`src/rtl/score_accumulator_if.sv`:
```
// Point-entry / score bus for one team's score_accumulator.
// master: upstream button logic + display consumers (drives add_en, points,
//         undo, clear; reads score, tens, units, hundreds, buzzer, locked)
// slave : the score_accumulator itself
interface score_accumulator_if;
    logic       add_en;
    logic [1:0] points;
    logic       undo;
    logic       clear;
    logic [6:0] score;
    logic [3:0] tens;
    logic [3:0] units;
    logic       hundreds;
    logic       buzzer;
    logic       locked;

    modport master (
        output add_en, points, undo, clear,
        input  score, tens, units, hundreds, buzzer, locked
    );

    modport slave (
        input  add_en, points, undo, clear,
        output score, tens, units, hundreds, buzzer, locked
    );
endinterface

```
`src/rtl/score_accumulator.sv`:
```
// Basketball score counter for one team: 1/2/3-point adds, one-level undo,
// buzzer for BUZZ_CYCLES cycles on reaching 100, then locked until clear.
// Ports:
//   clk      rising-edge clock
//   reset_n  asynchronous active-low reset
//   bus      score_accumulator_if.slave (entry pulses in, score/BCD/buzzer out)
module score_accumulator #(
    parameter int unsigned BUZZ_CYCLES = 50_000_000
) (
    input logic               clk,
    input logic               reset_n,
    score_accumulator_if.slave bus
);

    localparam int unsigned SCORE_W = 7;
    localparam int unsigned TIMER_W = $clog2(BUZZ_CYCLES) + 1;

    typedef enum logic [1:0] {
        ST_COUNT  = 2'd0,
        ST_BUZZ   = 2'd1,
        ST_LOCKED = 2'd2
    } state_t;

    state_t               state_q;
    logic [SCORE_W-1:0]   score_q;
    logic [1:0]           last_pts_q;
    logic                 hist_valid_q;
    logic [TIMER_W-1:0]   timer_q;
    logic                 buzzer_q;
    logic                 locked_q;

    // Candidate next scores for an add and for an undo.
    logic [SCORE_W-1:0]   sum_d;
    logic [SCORE_W-1:0]   diff_d;

    assign sum_d  = score_q + SCORE_W'(bus.points);
    assign diff_d = score_q - SCORE_W'(last_pts_q);

    // Scoring FSM; clear wins over everything, add wins over undo.
    always_ff @(posedge clk or negedge reset_n) begin
        if (!reset_n) begin
            state_q      <= ST_COUNT;
            score_q      <= '0;
            last_pts_q   <= '0;
            hist_valid_q <= 1'b0;
            timer_q      <= '0;
            buzzer_q     <= 1'b0;
            locked_q     <= 1'b0;
        end else if (bus.clear) begin
            state_q      <= ST_COUNT;
            score_q      <= '0;
            hist_valid_q <= 1'b0;
            timer_q      <= '0;
            buzzer_q     <= 1'b0;
            locked_q     <= 1'b0;
        end else begin
            case (state_q)
                ST_COUNT: begin
                    if (bus.add_en) begin
                        // points==0 is a no-op that still swallows a same-cycle undo
                        if (bus.points != 2'd0) begin
                            score_q      <= sum_d;
                            last_pts_q   <= bus.points;
                            hist_valid_q <= 1'b1;
                            if (sum_d >= SCORE_W'(100)) begin
                                state_q  <= ST_BUZZ;
                                buzzer_q <= 1'b1;
                                locked_q <= 1'b1;
                                timer_q  <= TIMER_W'(BUZZ_CYCLES - 1);
                            end
                        end
                    end else if (bus.undo && hist_valid_q) begin
                        score_q      <= diff_d;
                        hist_valid_q <= 1'b0;
                    end
                end
                ST_BUZZ: begin
                    if (timer_q == '0) begin
                        buzzer_q <= 1'b0;
                        state_q  <= ST_LOCKED;
                    end else begin
                        timer_q <= timer_q - TIMER_W'(1);
                    end
                end
                ST_LOCKED: begin
                    state_q <= ST_LOCKED;
                end
                default: begin
                    state_q <= ST_COUNT;
                end
            endcase
        end
    end

    // Display decode: score never exceeds 102, so one conditional subtract suffices.
    logic [SCORE_W-1:0] rem_c;
    logic               hundreds_c;

    always_comb begin
        hundreds_c = (score_q >= SCORE_W'(100));
        rem_c      = score_q;
        if (hundreds_c) begin
            rem_c = score_q - SCORE_W'(100);
        end
    end

    assign bus.score    = score_q;
    assign bus.hundreds = hundreds_c;
    assign bus.tens     = 4'(rem_c / SCORE_W'(10));
    assign bus.units    = 4'(rem_c % SCORE_W'(10));
    assign bus.buzzer   = buzzer_q;
    assign bus.locked   = locked_q;

endmodule

```
`src/flat_wrapper.sv`:
```
// flat-port wrapper written by rule: the top's interface ports become plain ports
module score_accumulator_flat 
#(
    parameter int unsigned BUZZ_CYCLES = 50_000_000
)
  (clk, reset_n, bus_add_en, bus_points, bus_undo, bus_clear, bus_score, bus_tens, bus_units, bus_hundreds, bus_buzzer, bus_locked);
  score_accumulator_if bus_i ();
  input logic clk;
  input logic reset_n;
  input wire logic [$bits(bus_i.add_en)-1:0] bus_add_en;
  input wire logic [$bits(bus_i.points)-1:0] bus_points;
  input wire logic [$bits(bus_i.undo)-1:0] bus_undo;
  input wire logic [$bits(bus_i.clear)-1:0] bus_clear;
  output wire logic [$bits(bus_i.score)-1:0] bus_score;
  output wire logic [$bits(bus_i.tens)-1:0] bus_tens;
  output wire logic [$bits(bus_i.units)-1:0] bus_units;
  output wire logic [$bits(bus_i.hundreds)-1:0] bus_hundreds;
  output wire logic [$bits(bus_i.buzzer)-1:0] bus_buzzer;
  output wire logic [$bits(bus_i.locked)-1:0] bus_locked;
  assign bus_i.add_en = bus_add_en;
  assign bus_i.points = bus_points;
  assign bus_i.undo = bus_undo;
  assign bus_i.clear = bus_clear;
  assign bus_score = bus_i.score;
  assign bus_tens = bus_i.tens;
  assign bus_units = bus_i.units;
  assign bus_hundreds = bus_i.hundreds;
  assign bus_buzzer = bus_i.buzzer;
  assign bus_locked = bus_i.locked;
  score_accumulator #(.BUZZ_CYCLES(BUZZ_CYCLES)) u_core (.clk(clk), .reset_n(reset_n), .bus(bus_i));
endmodule
```
`config.mk`:
```
export PLATFORM = sky130hd
export DESIGN_NAME = score_accumulator_flat
export DESIGN_NICKNAME = d
export VERILOG_FILES = /design/src/rtl/score_accumulator_if.sv /design/src/rtl/score_accumulator.sv /design/src/flat_wrapper.sv
export SDC_FILE = /design/constraint.sdc
export NUM_CORES = 1
export LEC_CHECK = 0
export CAP_MARGIN = 10
export CORE_UTILIZATION = 65
export CTS_CLUSTER_SIZE = 30
export DETAILED_ROUTE_END_ITERATION = 16
export HOLD_SLACK_MARGIN = 0.06
export MAX_ROUTING_LAYER = met4
export PLACE_DENSITY = 0.87
export SYNTH_ARGS = -nofsm -noshare
export SYNTH_HDL_FRONTEND = slang
export SYNTH_SLANG_ARGS = --single-unit
```
`constraint.sdc`:
```
create_clock -name clk -period 7.2 [get_ports clk]
set_input_delay 0.72 -clock clk [delete_from_list [all_inputs] [get_ports clk]]
set_output_delay 0.72 -clock clk [all_outputs]
set_load 0.005 [all_outputs]
```
== Yosys cells after proc, flatten, opt, wreduce, memory -nomap -nowiden ==
Index checks and enable logic that the tools add are counted.
Word-level totals
  flip-flop bits (word level): 41
Operators by class
  add/subtract/negate cells: 4
  divide/modulo/power cells: 2
  order comparisons: 2
  equal/unequal tests: 8
  multiplexer cells: 31
  bitwise operators: 1
  reductions and logical operators: 16
Operator list (number)
  $mux W27: 5
  $pmux W27 S2: 1
  $mux W7: 6
  $logic_not A27 Y1: 1
  $sub A27 B1 Y27 const B: 1
  $ge A7 B7 Y1 const B: 2
  $mux W1: 12
  $reduce_and A4 Y1: 3
  $mux W2: 5
  $reduce_and A5 Y1: 2
  $reduce_bool A2 Y1: 5
  $ne A3 B2 Y1 const B: 3
  $add A7 B2 Y7: 1
  $div A7 B4 Y7 const B: 1
  $mod A7 B4 Y7 const B: 1
  $sub A7 B2 Y7: 1
  $sub A7 B7 Y7 const B: 1
  $ne A3 B3 Y1 const B: 2
  $pmux W2 S3: 1
  $reduce_bool A3 Y1: 2
  $ne A3 B1 Y1 const B: 1
  $reduce_and A3 Y1: 1
  $eq A2 B1 Y1 const B: 1
  $eq A2 B2 Y1 const B: 1
  4 further kinds: 4

== Logic depth before layout (Yosys ltp) ==
Gate-level depths: netlist of run 1.
  word-level depth: 7
  depth in mapped cells: 12
  gate-level depth less buffers: 11

== Least setup slack after synthesis of run 1 ==
OpenSTA, ideal clock, no wires.
  path kind: flip-flop to output port
  start point: reg u_core.score_q[3], in the netlist u_core.bus.score[3]
  end point: out bus_units[1]
  arrival time: 2.624 ns
  required time: 6.480 ns
  path slack: 3.856 ns
  stages on the path, launching flop included: 13
  cells stage by stage: dfrtp_1 > buf_6 > inv_1 > ha_1 > or3b_1 > o21ai_1 > nand4b_4 > nand3_4 > xnor2_2 > ha_1 > o311a_1 > o311ai_0 > a311oi_1
Between the ends
  cells in the longest elaborated chain, start to end: 3
  elaborated cells between the ends (all ways): 4
  classes of those cells: 1 x add/sub; 1 x div; 1 x order compare; 1 x mux
Ends and longest elaborated chain
  start: declaration: line score_accumulator.sv:25  | logic [SCORE_W-1:0] score_q;
  start signal: assignment: line score_accumulator.sv:62  | score_q <= sum_d;
  start signal: assignment: line score_accumulator.sv:73  | score_q <= diff_d;
  $sub A7 B7 Y7 or $ge A7 B7 Y1 (tied branches): line score_accumulator.sv:103, score_accumulator.sv:100
  $mux W7 *: line score_accumulator.sv:102  | if (hundreds_c) begin
  $mod A7 B4 Y7 *: line score_accumulator.sv:110  | assign bus.units = 4'(rem_c % SCORE_W'(10));
  end: declaration: line flat_wrapper.sv:16  | output wire logic [$bits(bus_i.units)-1:0] bus_units;
Mark *: on every way between the ends. The rest lies on a longest branch, timed or not.

== Worst setup path after layout of run 1 ==
  start point: reg u_core.score_q[2], in the netlist u_core.bus.score[2]
  end point: out bus_units[1]
Same word-level chain as after synthesis.

==> flow_summary.yaml, run 1 <==
timing:
  drv_slew: 0
  setup_violations: 0
  setup_slack_ns: 2.499
  rsz0062_at_grt: "no"
  finalHoldViolations: 0
  fmax_ghz: 0.2127
  worst_slew_pin_slew_ns: 1.135
  maxSlewHeadroom_pct: 23.53
  skew_ns: 0.01751
  period_minus_slack_ns: 4.701
  setup-tns-final_ns: 0
  finalCritPeriodShare_pct: 65.29
floorplanning:
  die-area_um2: 5771
  ios: 25
  core_region_area_um2: 5172
  die_x_um: 75.97
  placementRows: 26
  die_h_um: 75.97
  initial_core_util_pct: 68.75
synthesis:
  synth_edf_count: 0
  ys_ff_latch: 41
  synthCells: 410
  synth-async-reset-ratio_pct: 100.0
  synth_top_area_share_pct: 28.85
  syn_area_per_cell_um2: 8.673
  synth_cell_types: 88
  syn_area_um2: 3556
  ys_top_cells_by_area: "dfrtp_1 (29%), ha_1 (4.2%), a21oi_1 (4.1%)"
  yosysWarnings: 0
  syn-num-nets: 431
  yosysTopAreaCell: "dfrtp_1"
  synthFlopType: "dfrtp_1"
  ys_seq_area_share_pct: 28.85
cells_and_area:
  fin_nets: 436
  mostFrequentLayoutCell: "dfrtp_1"
  drive_gt1_share_pct: 9.880
  final_util_pct: 73.05
  fill_cells: 394
  finalNonFillerCells: 485
  insertedDiodeCount: 0
  area_delta_synth_final_pct: 6.263
  final_cell_mix: "dfrtp_1 (41), nand2_1 (32), nor2_1 (29), a21oi_1 (29), clkdlybuf4s50_1 (23)"
worst_hold_path:
  hp-class: "flop to flop"
  min_from: "u_core.last_pts_q[0]"
worst_setup_path:
  worstPathArrival_ns: 3.98
  crit_path_max_fanout: 23
  r2r-start: "u_core.bus.score[0]"
  worst_setup_path_start_kind: "flop"
  critPathRequiredTime_ns: 6.48
  crit_type: "flop to output port"
  cp-startpoint: "u_core.bus.score[2]"
  cp-end-kind: "output port"
clock_tree:
  h-tree-depth: 2
  cts_hold_buf: 0
  root_buffer: "clkbuf_8"
  clkSinkCount: 41
  tritoncts.num_buffers: 5
  cts_resized: 0
  path_clk_slew_ns: 0.08
  postCtsSetupRepairBufs: 0
  clock_latency_ns: 0.30
  cts_tree: "built"
  clockBufferDepth: 2
grt:
  first_global_vias: 3013
  grt_max_degree: 42
  grt_overflow: 0
  grt_pass1_wl_um: 14210
  grt_antenna_before_repair: 0
  track_usage_pct: 30.39
placement:
  hpwl_um: 5722
  pre_cts_ws_ns: 2.804
  routabilityCongestion: 0.8989
  placed_cells: 478
  io_buffer_count: 24
outcome:
  status: "completed"
power:
  power.switching_w: 0.0008250
  pwr-share-clk_pct: 8.8
  power.leakage_nw: 1.484
  pwr_density_cell_nw_per_um2: 455.3
  peakVddDrop_v: 0.0002855
  p_sw_share_pct: 47.95
  p_int_w: 0.0008954
  power.total_w: 0.001720
  power_frac_comb_pct: 62.5
  p_seq_share_pct: 28.8
flow_run:
  cap_violations: 0
drt:
  via_per_inst: 6.843
  drtAntennaViolNets: 0
  routedWlPerCell_um: 17.15
  drt-pass1-iter-count: 5
  vias: 3319
  drc: 0
  totalWireLength_um: 8316
  first_iter_violations: 411
-- cell usage after synthesis (5+ instances only) --
| cell | instances |
|---|---|
| buf_6 | 9 |
| a21oi_1 | 29 |
| or3_1 | 6 |
| ha_1 | 12 |
| a41oi_1 | 6 |
| nor3_1 | 20 |
| buf_2 | 5 |
| nor2b_1 | 5 |
| nand2_1 | 32 |
| a41o_1 | 8 |
| a31o_2 | 5 |
| a31oi_1 | 21 |
| dfrtp_1 | 41 |
| nor2_1 | 29 |
| nand3_1 | 8 |
| nand2b_1 | 7 |
| inv_1 | 19 |
| nand4_1 | 8 |
| clkbuf_1 | 12 |
| o21ai_0 | 14 |
-- registers in the layout (all words and copies together) (netlist names) --
signal / cells
u_core.timer_q: 27
u_core.bus.buzzer: 1
u_core.bus.score: 7
u_core.last_pts_q: 2
u_core.state_q: 2
u_core.bus.locked: 1
u_core.hist_valid_q: 1
-- kinds of logic (layout without fill, tap and decap cells) --
logic type,Yosys count,count (layout),synth area share (%)
compound gates,142,142,30.12
mux,4,4,1.161
buf+inv,50,55,8.304
xor+xnor,4,4,1.197
flops,41,41,28.85
simple gates,155,155,25.02
fa+ha+maj,14,14,5.348
-- through the flow --
stage | cell area [um2] | hold WS, ns
6_report | 3779 | 0.4890
5_1_grt | 3779 | 0.5161
4_1_cts | 3779 | 0.4881
3_5_place_dp | 3697 | 0.4672
3_3_place_gp | 3697 | 0.4547
2_1_floorplan | 3556 | 0.4244
-- worst paths after layout --
path | slack, ns | cells past startpoint | end
worst max-delay path | 2.50 | 12 | bus_units[1]
worst min-delay path | 0.49 | 2 | u_core.last_pts_q[0]
worst max register to register | 3.84 | 9 | u_core.timer_q[24]
worst min register to register | 0.49 | 2 | u_core.last_pts_q[0]
max in group asynchronous | 6.04 | 1 | u_core.bus.score[1]
min in group asynchronous | 0.56 | 1 | u_core.bus.score[6]
-- layout make-up --
class / instances / area, um2 / share of cell area (%)
repair buffers: 28 / 265.3 / 7.020
clock inverters: 1 / 8.758 / 0.2318
clock buffers: 6 / 72.57 / 1.921
flip-flops and latches: 41 / 1026 / 27.15
multi-input cells: 319 / 2243 / 59.37
well taps: 70 / 87.58 / 2.318
inverters: 20 / 75.07 / 1.987
-- critical path, cell delays in order, from the launching register on --
cell and delay (ns):
dfrtp_1 0.83, inv_2 0.13, ha_1 0.29, nand2b_1 0.16, a21oi_1 0.36, nand4b_4 0.23
nand3_4 0.11, xnor2_2 0.21, ha_1 0.24, o311a_1 0.17, o311ai_0 0.11, a311oi_1 0.30
clkdlybuf4s50_1 0.55
-- power groups by stage --
stage / clock network (W) / registers, W / logic, W
after floorplan: 0 / 0.000404 / 0.000883
after global placement: 0 / 0.000490 / 0.00104
after detailed placement: 0 / 0.000498 / 0.00106
after CTS: 0.000153 / 0.000491 / 0.00107
after global routing: 0.000161 / 0.000519 / 0.00118
final: 0.000151 / 0.000495 / 0.00107
-- metal layers --
layer | global-route usage [%] | share of wire (%)
met5 | - | 0
met4 | 5.962 | 0.60
met3 | 4.458 | 6.3
met2 | 46.36 | 47
met1 | 43.32 | 46
Power figures use the tool's default switching activity.
==> inputs of run 2 (changes only) <==
--- a/config.mk
+++ b/config.mk
@@ -6,12 +6,12 @@
 export NUM_CORES = 1
 export LEC_CHECK = 0
 export CAP_MARGIN = 10
-export CORE_UTILIZATION = 65
+export CORE_UTILIZATION = 54
 export CTS_CLUSTER_SIZE = 30
 export DETAILED_ROUTE_END_ITERATION = 16
 export HOLD_SLACK_MARGIN = 0.06
 export MAX_ROUTING_LAYER = met4
-export PLACE_DENSITY = 0.87
+export PLACE_DENSITY = 0.77
 export SYNTH_ARGS = -nofsm -noshare
 export SYNTH_HDL_FRONTEND = slang
 export SYNTH_SLANG_ARGS = --single-unit
==> constraint.sdc (replaced) <==
create_clock -name clk -period 3.8 [get_ports clk]
set_input_delay 0.38 -clock clk [delete_from_list [all_inputs] [get_ports clk]]
set_output_delay 0.38 -clock clk [all_outputs]
set_load 0.005 [all_outputs]
==> run 2 against run 1 <==
Largest cell class unchanged. Wire length grew 5.6%. Register-to-register slack lost 2.9 ns. Cell count grew 5.8%. Non-clock buffer count grew 20. Count of clock-buffer cells in the layout is the same. Clock skew grew 0.0031 ns. Setup slack lost 2.3 ns. Highest routed layer unchanged. Sequential cell count is the same. Combinational power grew 120%. Power grew 110%.
==> flow_summary.yaml, run 2 (synthesized netlist as in run 1, its figures left out) <==
worst_setup_path:
  crit_path_max_fanout: 18
  worst_setup_path_start_kind: "flop"
  critPathBufInv: 4
  cpLargestDelayFamily: "buffers and inverters"
  crit_type: "flop to output port"
  cp-end-kind: "output port"
  worstPathArrival_ns: 3.25
  cp_cell_sequence: "buf_6 -> or3_4 -> o221ai_4 -> nand4b_4 -> nand3_4 -> xnor2_2 -> ha_2 -> buf_4 -> inv_1 -> and3_1 -> a211oi_1 -> clkdlybuf4s50_1"
  max_stage_delay_ns: 0.53
  critPathRequiredTime_ns: 3.42
  crit_path_top_delay_cell: "clkdlybuf4s50_1"
flow_run:
  cap_violations: 0
grt:
  grt_max_degree: 42
  grt_overflow: 0
  first_global_vias: 3184
  track_usage_pct: 27.15
  grt_antenna_before_repair: 0
  grt_pass1_wl_um: 15080
timing:
  maxSlewHeadroom_pct: 20.59
  holdWs_ns: 0.2080
  period_minus_slack_ns: 3.628
  finalHoldViolations: 0
  finalCritPeriodShare_pct: 95.47
  skew_ns: 0.02066
  fmax_ghz: 0.2756
  setup_slack_ns: 0.1721
  drv_slew: 0
  worst_slew_pin_slew_ns: 1.179
  setup_violations: 0
cells_and_area:
  mostFrequentLayoutCell: "dfrtp_1"
  fin_nets: 456
  top_register: "u_core.timer_q"
  final_cell_mix: "dfrtp_1 (40), nand2_1 (32), nor2_1 (29), a21oi_1 (29), buf_4 (23)"
  drive_gt1_share_pct: 15.60
  fill_cells: 532
  multiInputGateArea_um2: 2277
  final_util_pct: 62.90
  regArea_um2: 1027
  largest_reg_flops: 27
  area_delta_synth_final_pct: 12.32
  insertedDiodeCount: 0
clock_tree:
  clkSinkCount: 41
  cts_tree: "built"
  cts_hold_buf: 0
  path_clk_slew_ns: 0.10
  root_buffer: "clkbuf_8"
  clock_latency_ns: 0.30
  tritoncts.num_buffers: 5
  clockBufferDepth: 2
  h-tree-depth: 2
power:
  power.total_w: 0.003531
  pwr_density_cell_nw_per_um2: 884.2
  power.leakage_nw: 1.608
  peakVddDrop_v: 0.0007978
drt:
  drtAntennaViolNets: 0
  drc: 0
  via_per_inst: 6.674
  routedWlPerCell_um: 17.12
  first_iter_violations: 304
  totalWireLength_um: 8781
  vias: 3424
  drt-pass1-iter-count: 5
placement:
  io_buffer_count: 24
  pre_cts_ws_ns: 0.3257
  routabilityCongestion: 0.9623
  hpwl_um: 6280
worst_hold_path:
  hp-class: "input pin to asynchronous set/reset pin"
floorplanning:
  die-area_um2: 6914
  ios: 25
  die_x_um: 83.15
  initial_core_util_pct: 56.00
  core_region_area_um2: 6350
  placementRows: 29
  die_h_um: 83.15
outcome:
  status: "completed"
[run 2: path summary, 6_finish.rpt]
kind / to / from / cells past startpoint / slack [ns]
max reg2reg: u_core.timer_q[9] / u_core.bus.score[0] / 9 / 0.97
max: bus_units[2] / u_core.bus.score[3] / 12 / 0.17
min: u_core.timer_q[22] / reset_n / 1 / 0.21
min reg2reg: u_core.hist_valid_q / u_core.hist_valid_q / 2 / 0.48
min in group clk: u_core.hist_valid_q / u_core.hist_valid_q / 2 / 0.48
max in group asynchronous: u_core.bus.score[6] / reset_n / 1 / 2.92
[run 2: routing by layer]
layer	up-vias	GRT usage, %	share of wire [%]
met5	-	-	0
met4	0	8.621	0.84
met3	8	4.473	5.7
met2	117	38.52	46
met1	1670	39.58	48
li1	1629	-	-
[run 2: what timing repair did]
| action | 4_1_cts | 5_1_grt |
|---|---|---|
| resized for setup | 1 | 9 |
| endpoints found under the setup margin | 1 | 2 |
| pin swaps | 0 | 4 |
| setup buffers | 0 | 5 |
[run 2: through the flow]
stage                     instance area [um2]  instances    TNS, ns
after global placement                   3819        500          0
after global routing                     3994        513  -0.007842
final                                    3994        513          0
after detailed placement                 3819        500          0
after CTS                                3919        508          0
after floorplan                          3556        410          0
[run 2: layout make-up]
cell class	count	area share, %
tap	77	2.412
timing repair buffer	48	10.56
inverter	20	1.880
clock inverter	2	0.3446
sequential	41	25.72
clock buffer	6	2.068
multi-input combinational	319	57.02
[run 2: worst reg2reg max path, delay by kind of cell, from the launching register on]
kind            cells  cell delay (ns)
compound gates      2             0.55
flops               1             0.52
buf+inv             1             0.21
fa+ha+maj           2             0.77
simple gates        3             0.49
xor+xnor            1             0.16
[run 2: report_power, final]
group	switching (W)	leakage, nW	internal, W
logic	0.00125	1.04	0.00113
registers	0.000241	0.514	0.000604
clock network	0.000159	0.0512	0.000147
total	0.00165	1.61	0.00188
